<file path="src/rtl/mem_stage_lsu.sv">
// Memory-stage load/store unit: one valid/ready bus transaction per access, pipeline stall, load alignment.
// Optional misaligned-access trap is enabled by defining LSU_MISALIGN_TRAP_EN.
module mem_stage_lsu #(
  parameter int unsigned TIMEOUT_CYCLES = 255
) (
  input  logic        clk,
  input  logic        reset,
  input  logic        MemReadM,
  input  logic        MemWriteM,
  input  logic [2:0]  Funct3M,
  input  logic [31:0] ALUResultM,
  input  logic [31:0] WriteDataM,
  output logic [31:0] ReadDataM,
  output logic        StallM,
  output logic        BusErrM,
  output logic        MisalignM,
  output logic        bus_req_valid,
  input  logic        bus_req_ready,
  output logic [31:0] bus_addr,
  output logic        bus_we,
  output logic [3:0]  bus_wstrb,
  output logic [31:0] bus_wdata,
  input  logic        bus_rsp_valid,
  input  logic [31:0] bus_rdata
);

  typedef enum logic [1:0] {S_IDLE, S_REQ, S_WAIT, S_DONE} state_t;

  localparam logic [15:0] CNT_LAST = 16'(TIMEOUT_CYCLES - 1);

  state_t      state_q, state_d;
  logic [15:0] cnt_q, cnt_d;
  logic [31:0] rdata_q, rdata_d;
  logic        err_q, err_d;
  logic        mis_q, mis_d;
  logic        valid_q, valid_d;
  logic [31:0] addr_q, addr_d;
  logic        we_q, we_d;
  logic [3:0]  wstrb_q, wstrb_d;
  logic [31:0] wdata_q, wdata_d;
  logic        access;
  logic        trap;
  logic [1:0]  off;

  function automatic logic [31:0] load_extract(input logic [2:0] f3, input logic [1:0] o,
                                               input logic [31:0] w);
    logic [31:0] shifted;
    logic [7:0]  b;
    logic [15:0] h;
    shifted = w >> {o, 3'b000};
    b = shifted[7:0];
    h = o[1] ? w[31:16] : w[15:0];
    case (f3)
      3'b000:  return {{24{b[7]}}, b};
      3'b100:  return {24'd0, b};
      3'b001:  return {{16{h[15]}}, h};
      3'b101:  return {16'd0, h};
      default: return w;
    endcase
  endfunction

  function automatic logic [3:0] store_strobe(input logic [2:0] f3, input logic [1:0] o);
    case (f3[1:0])
      2'b00:   return 4'b0001 << o;
      2'b01:   return 4'b0011 << {o[1], 1'b0};
      default: return 4'b1111;
    endcase
  endfunction

  function automatic logic [31:0] store_data(input logic [2:0] f3, input logic [31:0] d);
    case (f3[1:0])
      2'b00:   return {4{d[7:0]}};
      2'b01:   return {2{d[15:0]}};
      default: return d;
    endcase
  endfunction

`ifdef LSU_MISALIGN_TRAP_EN
  function automatic logic is_misaligned(input logic [2:0] f3, input logic [1:0] o);
    case (f3[1:0])
      2'b00:   return 1'b0;
      2'b01:   return o[0];
      default: return o != 2'b00;
    endcase
  endfunction
`endif

  assign access = MemReadM | MemWriteM;
  assign off    = ALUResultM[1:0];

`ifdef LSU_MISALIGN_TRAP_EN
  assign trap = is_misaligned(Funct3M, off);
`else
  assign trap = 1'b0;
`endif

  always_comb begin
    state_d = state_q;
    cnt_d   = cnt_q;
    rdata_d = rdata_q;
    err_d   = 1'b0;
    mis_d   = 1'b0;
    valid_d = valid_q;
    addr_d  = addr_q;
    we_d    = we_q;
    wstrb_d = wstrb_q;
    wdata_d = wdata_q;
    case (state_q)
      S_IDLE: begin
        if (access) begin
          if (trap) begin
            state_d = S_DONE;
            rdata_d = 32'd0;
            mis_d   = 1'b1;
          end else begin
            state_d = S_REQ;
            valid_d = 1'b1;
            addr_d  = {ALUResultM[31:2], 2'b00};
            we_d    = MemWriteM;
            wstrb_d = MemWriteM ? store_strobe(Funct3M, off) : 4'b1111;
            wdata_d = MemWriteM ? store_data(Funct3M, WriteDataM) : 32'd0;
          end
        end
      end
      S_REQ: begin
        // No timeout here: the bus may hold off acceptance indefinitely.
        if (bus_req_ready) begin
          valid_d = 1'b0;
          cnt_d   = 16'd0;
          state_d = we_q ? S_DONE : S_WAIT;
        end
      end
      S_WAIT: begin
        if (bus_rsp_valid) begin
          rdata_d = load_extract(Funct3M, off, bus_rdata);
          state_d = S_DONE;
        end else if (cnt_q == CNT_LAST) begin
          rdata_d = 32'd0;
          err_d   = 1'b1;
          state_d = S_DONE;
        end else begin
          cnt_d = cnt_q + 16'd1;
        end
      end
      default: state_d = S_IDLE;
    endcase
  end

  always_ff @(posedge clk or posedge reset) begin
    if (reset) begin
      state_q <= S_IDLE;
      cnt_q   <= 16'd0;
      rdata_q <= 32'd0;
      err_q   <= 1'b0;
      mis_q   <= 1'b0;
      valid_q <= 1'b0;
      addr_q  <= 32'd0;
      we_q    <= 1'b0;
      wstrb_q <= 4'd0;
      wdata_q <= 32'd0;
    end else begin
      state_q <= state_d;
      cnt_q   <= cnt_d;
      rdata_q <= rdata_d;
      err_q   <= err_d;
      mis_q   <= mis_d;
      valid_q <= valid_d;
      addr_q  <= addr_d;
      we_q    <= we_d;
      wstrb_q <= wstrb_d;
      wdata_q <= wdata_d;
    end
  end

  // Stall is gated by reset so the pipeline is released as soon as reset is seen.
  assign StallM = !reset & (((state_q == S_IDLE) & access) | (state_q == S_REQ) |
                            (state_q == S_WAIT));

  assign ReadDataM     = rdata_q;
  assign BusErrM       = err_q;
  assign MisalignM     = mis_q;
  assign bus_req_valid = valid_q;
  assign bus_addr      = addr_q;
  assign bus_we        = we_q;
  assign bus_wstrb     = wstrb_q;
  assign bus_wdata     = wdata_q;

endmodule

</file>
<file path="config.mk">
export PLATFORM = sky130hd
export DESIGN_NAME = mem_stage_lsu
export DESIGN_NICKNAME = d
export VERILOG_FILES = /design/src/rtl/mem_stage_lsu.sv
export SDC_FILE = /design/constraint.sdc
export NUM_CORES = 1
export LEC_CHECK = 0
export BUFFER_PORTS_ARGS = -buffer_cell sky130_fd_sc_hd__buf_4
export CORE_UTILIZATION = 50
export DETAILED_ROUTE_END_ITERATION = 6
export GPL_ROUTABILITY_DRIVEN = 0
export PLACE_DENSITY = 0.78
export RECOVER_POWER = 25
export SYNTH_ARGS = -nofsm -noshare
export SYNTH_HDL_FRONTEND = slang
export SYNTH_SLANG_ARGS = --single-unit
</file>
<file path="constraint.sdc">
create_clock -name clk -period 4.61 [get_ports clk]
set_input_delay 0.922 -clock clk [delete_from_list [all_inputs] [get_ports clk]]
set_output_delay 0.922 -clock clk [all_outputs]
set_load 0.03 [all_outputs]
</file>
==> results of run 1 <==
worst paths after layout:
| check | cells after the start | endpoint | slack (ns) | startpoint |
|---|---|---|---|---|
| worst max register to register | 6 | ReadDataM[29] | 1.79 | cnt_q[0] |
| min in group asynchronous | 2 | bus_we | 0.91 | reset |
| worst min-delay path | 2 | bus_wdata[7] | 0.47 | bus_wdata[7] |
| worst min register to register | 2 | bus_wdata[7] | 0.47 | bus_wdata[7] |
| max in group asynchronous | 3 | bus_wdata[29] | 2.48 | reset |
| worst max-delay path | 5 | StallM | 1.67 | state_q[0] |
synth_stat cells (3+ instances only):
cell type and n:
dfrtp_1 119, buf_1 4, nor3_1 12, o31ai_1 12, nand3b_1 3, nand3_1 24
nand2_1 59, mux2_2 39, a21o_1 9, o21ai_0 23, buf_4 3, a221o_1 18
nand2b_1 9, and4_1 5, a21oi_1 28, ha_1 6, nor2b_1 4, clkbuf_1 33
buf_2 3, nor2_1 36, a221oi_1 8, mux2i_1 28, or3_1 5, inv_1 18
or4_1 5, a22o_1 15, nand4_1 5, o211ai_1 4
power groups by stage:
stage / combinational [mW] / sequential (mW) / clock, mW
after floorplan: 0.873 / 2.57 / 0
after global placement: 2.63 / 1.75 / 0
after detailed placement: 2.69 / 1.78 / 0
after CTS: 2.70 / 1.76 / 1.30
after global routing: 2.86 / 1.82 / 1.35
final: 2.69 / 1.77 / 1.29
flip-flops by register name, summed over array words and instances, names as in the netlist:
register,flops
BusErrM,1
ReadDataM,32
bus_addr,30
bus_req_valid,1
bus_wdata,32
bus_we,1
bus_wstrb,4
cnt_q,16
state_q,2
final cells by class:
class,count,share of cell area [%]
sequential,119,37.1
multi-input combinational,386,32.9
timing repair buffer,210,19.6
clock buffer,22,6.15
tap,143,2.23
clock inverter,10,1.18
inverter,18,0.857
per-layer routing:
layer / vias up / wire length, µm / GRT usage [%]
met5: - / 0 / 0
met4: 0 / 565 / 13.2
met3: 51 / 1010 / 5.70
met2: 230 / 8230 / 44.3
met1: 2637 / 7000 / 35.5
li1: 2419 / - / -
per-stage QoR:
stage	utilization (%)	power [mW]
after floorplan	-	3.45
after global placement	65.2	4.39
after detailed placement	65.2	4.47
after CTS	70.4	5.76
after global routing	70.4	6.03
final	70.4	5.75
kinds of logic (layout without fill, tap and decap cells):
| family | after synthesis | after routing | synth area share [%] |
|---|---|---|---|
| AND/OR/NAND/NOR | 179 | 179 | 15.1 |
| AO/OA/AOI/OAI | 130 | 130 | 15.8 |
| flip-flops | 119 | 119 | 50.9 |
| multiplexers | 68 | 68 | 12.7 |
| buffers and inverters | 61 | 260 | 4.17 |
| adder cells (fa/ha/maj) | 6 | 6 | 1.28 |
| other | 1 | 3 | 0.0642 |
critical path, stage by stage (launching register included):
cell and delay (ns):
dfrtp_1 0.40, inv_1 0.09, ha_1 0.65, nor2_1 0.14, a21oi_1 0.15, buf_4 0.17
cells in the final DEF, fill, tap and decap left out, types with 6 or more instances in the layout:
cell type / instances
nor2_1: 36
a22o_1: 15
buf_4: 209
o31ai_1: 12
a221oi_1: 8
nand2b_1: 9
ha_1: 6
mux2_2: 39
nand3_1: 24
a21oi_1: 28
a221o_1: 18
mux2i_1: 28
dfrtp_1: 119
nand2_1: 59
o21ai_0: 23
clkbuf_16: 17
inv_1: 17
a21o_1: 9
nor3_1: 12
==> impl_metrics.tcl, run 1 <==
set metrics [dict create \
    first_global_vias 5086 \
    cts.sinks 119 \
    wire_per_inst_um 18.5 \
    yosysWarningCount 0 \
    critPathArrivalTime_ns 2.02 \
    tightest_slew_ns 1.69 \
    relSlewSlack_pct -13.2 \
    port_buffers 206 \
    place_hpwl_um 11900 \
    grt_pass1_wl_um 25200 \
    p_clk_share_pct 22.4 \
    antenna_found_initial 0 \
    synthesis.area_um2 5850 \
    maxCapViolCount 1 \
    fp.coreArea_um2 11400 \
    swShare_pct 41.3 \
    end_kind "primary output" \
    drc_errors 0 \
    routed-via-count 5337 \
    combPwrFrac_pct 46.8 \
    pwr-share-seq_pct 30.8 \
    overflow 0 \
    viasPerCell 5.88 \
    hold_buffers 0 \
    dp_cells 876 \
    cts_htree_levels 4 \
    ys_ff_latch 119 \
    rsz0062_at_grt "no" \
    violations "max-capacitance violations, max-slew violations" \
    clk_pin_slew_worst_paths_ns 0.06 \
    crit_fanout 24 \
    ys_seq_area_share_pct 50.9 \
    gr-usage-all-layers_pct 27.5 \
    final_layout_size_suffix_gt1_share_pct 37.6 \
    slew_violations 37 \
    die_h_um 110 \
    hold_viol_final 0 \
    ioPinCount 210 \
    synth_top_area_share_pct 50.9 \
    nNetsFinal 863 \
    leakage_nw 3.90 \
    dpl_cell_area_um2 7450 \
    initial_core_util_pct 51.2 \
    seqCellArea_um2 2980 \
    power_switching_mw 2.37 \
    ctsRootBufferMaster "clkbuf_16" \
    synth.distinct_cells 49 \
    cp-start-kind "flop" \
    fillerInstances 854 \
    cts_buffers 17 \
    diodes 0 \
    hp-class "flop to flop" \
    path_class "flop to primary output" \
    synth_edf_count 0 \
    grt_max_degree 81 \
    syn-instance-count 564 \
    yosys-top-cells-area "dfrtp_1 (51%), mux2_2 (7.5%), mux2i_1 (4.8%)" \
    worst_hold_slack_ns 0.468 \
    routed_wl_um 16800 \
    setup_tns_ns 0 \
    dieWidth_um 110 \
    fin_crit_sh_pct 63.9 \
    drt_iter0_markers 322 \
    firstDrtPassIters 5 \
    clock_latency_ns 0.42 \
    cts_tree "built" \
    period_needed_ns 2.94 \
    clockBufferDepth 2 \
    fin_skew_ns 0.00810 \
    outcome "finished, violations left" \
    setup_slack_ns 1.67 \
    stdcell_area_um2 8030 \
    rows 39 \
    dp_slack_ns 1.87 \
    critical_path_required_ns 3.69 \
    cellInternalPower_mw 3.37 \
    multi_input_area_um2 2650 \
    postRouteAntennaNets 0 \
    syn_to_final_growth_pct 37.4 \
    synth_top_cell_by_area "dfrtp_1" \
    fin_cells 908 \
    synthFlopType "dfrtp_1" \
    die-area_um2 12100 \
    cts-resized-gates 0 \
    p_per_area_nw_per_um2 715 \
    post_cts_buffers 0 \
    max_freq_mhz 340 \
    avgSynthCellArea_um2 10.4 \
    vdd_drop_max_mv 0.760 \
    async_flop_share_pct 100 \
    setup_viol 0 \
]
Power figures use the tool's default switching activity.
==> run 2, diff against run 1 <==
CORE_UTILIZATION = 45   (was 50)
PLACE_DENSITY = 0.74   (was 0.78)
clock period = 2.5 ns   (was 4.61 ns; I/O delays follow)
==> run 2 against run 1 <==
- worst setup slack got worse by 1.5 ns
- the flow finishes with violations (design-rule violations)
- worst hold slack got worse by 0.23 ns
- global-route usage down 2.5 points
- clock skew shrank 0.0022 ns
- critical path type unchanged
- register-to-register slack got worse by 1.5 ns
- clock power is 100% higher
- sequential power increased by 85%
- non-clock buffer count rose by 11
- flip-flop and latch count is the same
- wire length down 0.23%
- critical endpoint unchanged
==> impl_metrics.tcl, run 2 (synthesis results as in run 1) <==
set metrics [dict create \
    cts_htree_levels 4 \
    ctsRootBufferMaster "clkbuf_16" \
    fillerInstances 1015 \
    cp_common_cell "buf_4" \
    period_needed_ns 2.34 \
    cp.buffers_inverters 3 \
    postRouteAntennaNets 0 \
    wire_per_inst_um 17.7 \
    reg2regPathDepth 6 \
    vdd_drop_max_mv 1.10 \
    die-area_um2 13500 \
    cts_tree "built" \
    fin_crit_sh_pct 93.8 \
    port_buffers 206 \
    reg2reg_to "cnt_q[7]" \
    first_global_vias 5011 \
    clockBufferDepth 2 \
    drc_errors 12 \
    grt_max_degree 81 \
    setup_viol 0 \
    maxCapViolCount 0 \
    die_h_um 116 \
    rows 41 \
    relSlewSlack_pct 10.8 \
    diodes 0 \
    final_layout_size_suffix_gt1_share_pct 38.5 \
    rsz0062_at_grt "no" \
    viasPerCell 5.54 \
    initial_core_util_pct 46.3 \
    hold_viol_final 0 \
    critical_path_required_ns 2.00 \
    setup_tns_ns 0 \
    outcome "finished, violations left" \
    overflow 0 \
    cp-start-kind "flop" \
    cts-resized-gates 0 \
    firstDrtPassIters 7 \
    clk_pin_slew_worst_paths_ns 0.05 \
    hold_buffers 0 \
    antenna_found_initial 0 \
    nNetsFinal 874 \
    grt_pass1_wl_um 25500 \
    dieWidth_um 116 \
    place_hpwl_um 11900 \
    r2r_start "state_q[0]" \
    final_cell_mix "buf_4 (217), dfrtp_1 (119), nand2_1 (59), mux2_2 (39), nor2_1 (36)" \
    cp_top_family "buffers and inverters" \
    cts_buffers 17 \
    crit_chain "inv_1 -> ha_2 -> buf_4 -> nor2_1 -> a21oi_1 -> buf_4" \
    crit_fanout 16 \
    routed-via-count 5254 \
    drt_iter0_markers 435 \
    path_class "flop to primary output" \
    routed_wl_um 16800 \
    tightest_slew_ns 1.34 \
    fp.coreArea_um2 12600 \
    slew_violations 0 \
    critPathArrivalTime_ns 1.84 \
    gr-usage-all-layers_pct 25.0 \
    p_per_area_nw_per_um2 1330 \
    final_common_cell "buf_4" \
    violations "design-rule violations" \
    power_mw 10.9 \
    rrSetupSlack_ns 0.28 \
    fin_skew_ns 0.00590 \
    end_kind "primary output" \
    ioPinCount 210 \
    crit_slowest_cell "dfrtp_1" \
    post_cts_buffers 0 \
    clock_latency_ns 0.42 \
    cts.sinks 119 \
    max_freq_mhz 427 \
    leakage_nw 3.98 \
    slowest_delay_ns 0.41 \
    hp-class "primary input to async pin" \
    syn_to_final_growth_pct 40.5 \
]
-- run 2: worst max path at each step --
stage / slack [ns] / start / endpoint / cells after the start
final: 0.16 / state_q[0] / StallM / 6
after detailed placement: 0.16 / cnt_q[0] / ReadDataM[7] / 7
after global placement: 0.25 / cnt_q[0] / ReadDataM[7] / 7
after floorplan: 0.16 / state_q[0] / StallM / 6
after CTS: 0.08 / state_q[0] / StallM / 6
after global routing: 0.04 / state_q[0] / StallM / 6
-- run 2: power breakdown --
group          total (mW)  switching [mW]  leakage [nW]  internal (mW)
clock                2.59           0.872         0.302           1.72
sequential           3.27           0.511          1.50           2.76
combinational        5.03            3.01          2.18           2.02
total                10.9            4.39          3.98           6.50
-- run 2: routing by layer --
layer	vias up	share of wire (%)	GRT usage (%)
met5	-	0	0
met4	0	2.3	10.3
met3	32	6.2	5.91
met2	211	51	40.9
met1	2568	40	31.9
li1	2443	-	-
-- run 2: metrics by stage --
step / hold slack [ns] / cell area [µm²] / worst slack (ns) / cells / utilization, %
finish: 0.236 / 8210 / 0.156 / 948 / 65.1
global route: 0.301 / 8210 / 0.0355 / 948 / 65.1
CTS: 0.141 / 8240 / 0.0752 / 948 / 65.3
detailed placement: 0.464 / 7610 / 0.163 / 916 / 60.3
global placement: 0.454 / 7610 / 0.248 / 916 / 60.3
floorplan: 0.518 / 5860 / 0.159 / 566 / -
-- run 2: area by class of cell --
class / count / area [µm²] / share of cell area (%)
inverters: 18 / 68.8 / 0.838
flip-flops and latches: 119 / 2980 / 36.3
clock buffers: 20 / 457 / 5.56
well taps: 172 / 215 / 2.62
multi-input cells: 386 / 2660 / 32.3
clock inverters: 12 / 175 / 2.13
repair buffers: 221 / 1660 / 20.2
-- run 2: worst reg2reg max path: cells and delay by family, from the launching register on --
family / cells / cell delay [ns]
and+or+nand+nor: 1 / 0.63
buffers and inverters: 1 / 0.10
adders and majority gates: 1 / 0.29
AOI/OAI and AO/OA: 1 / 0.33
DFF: 1 / 0.41
muxes: 2 / 0.39
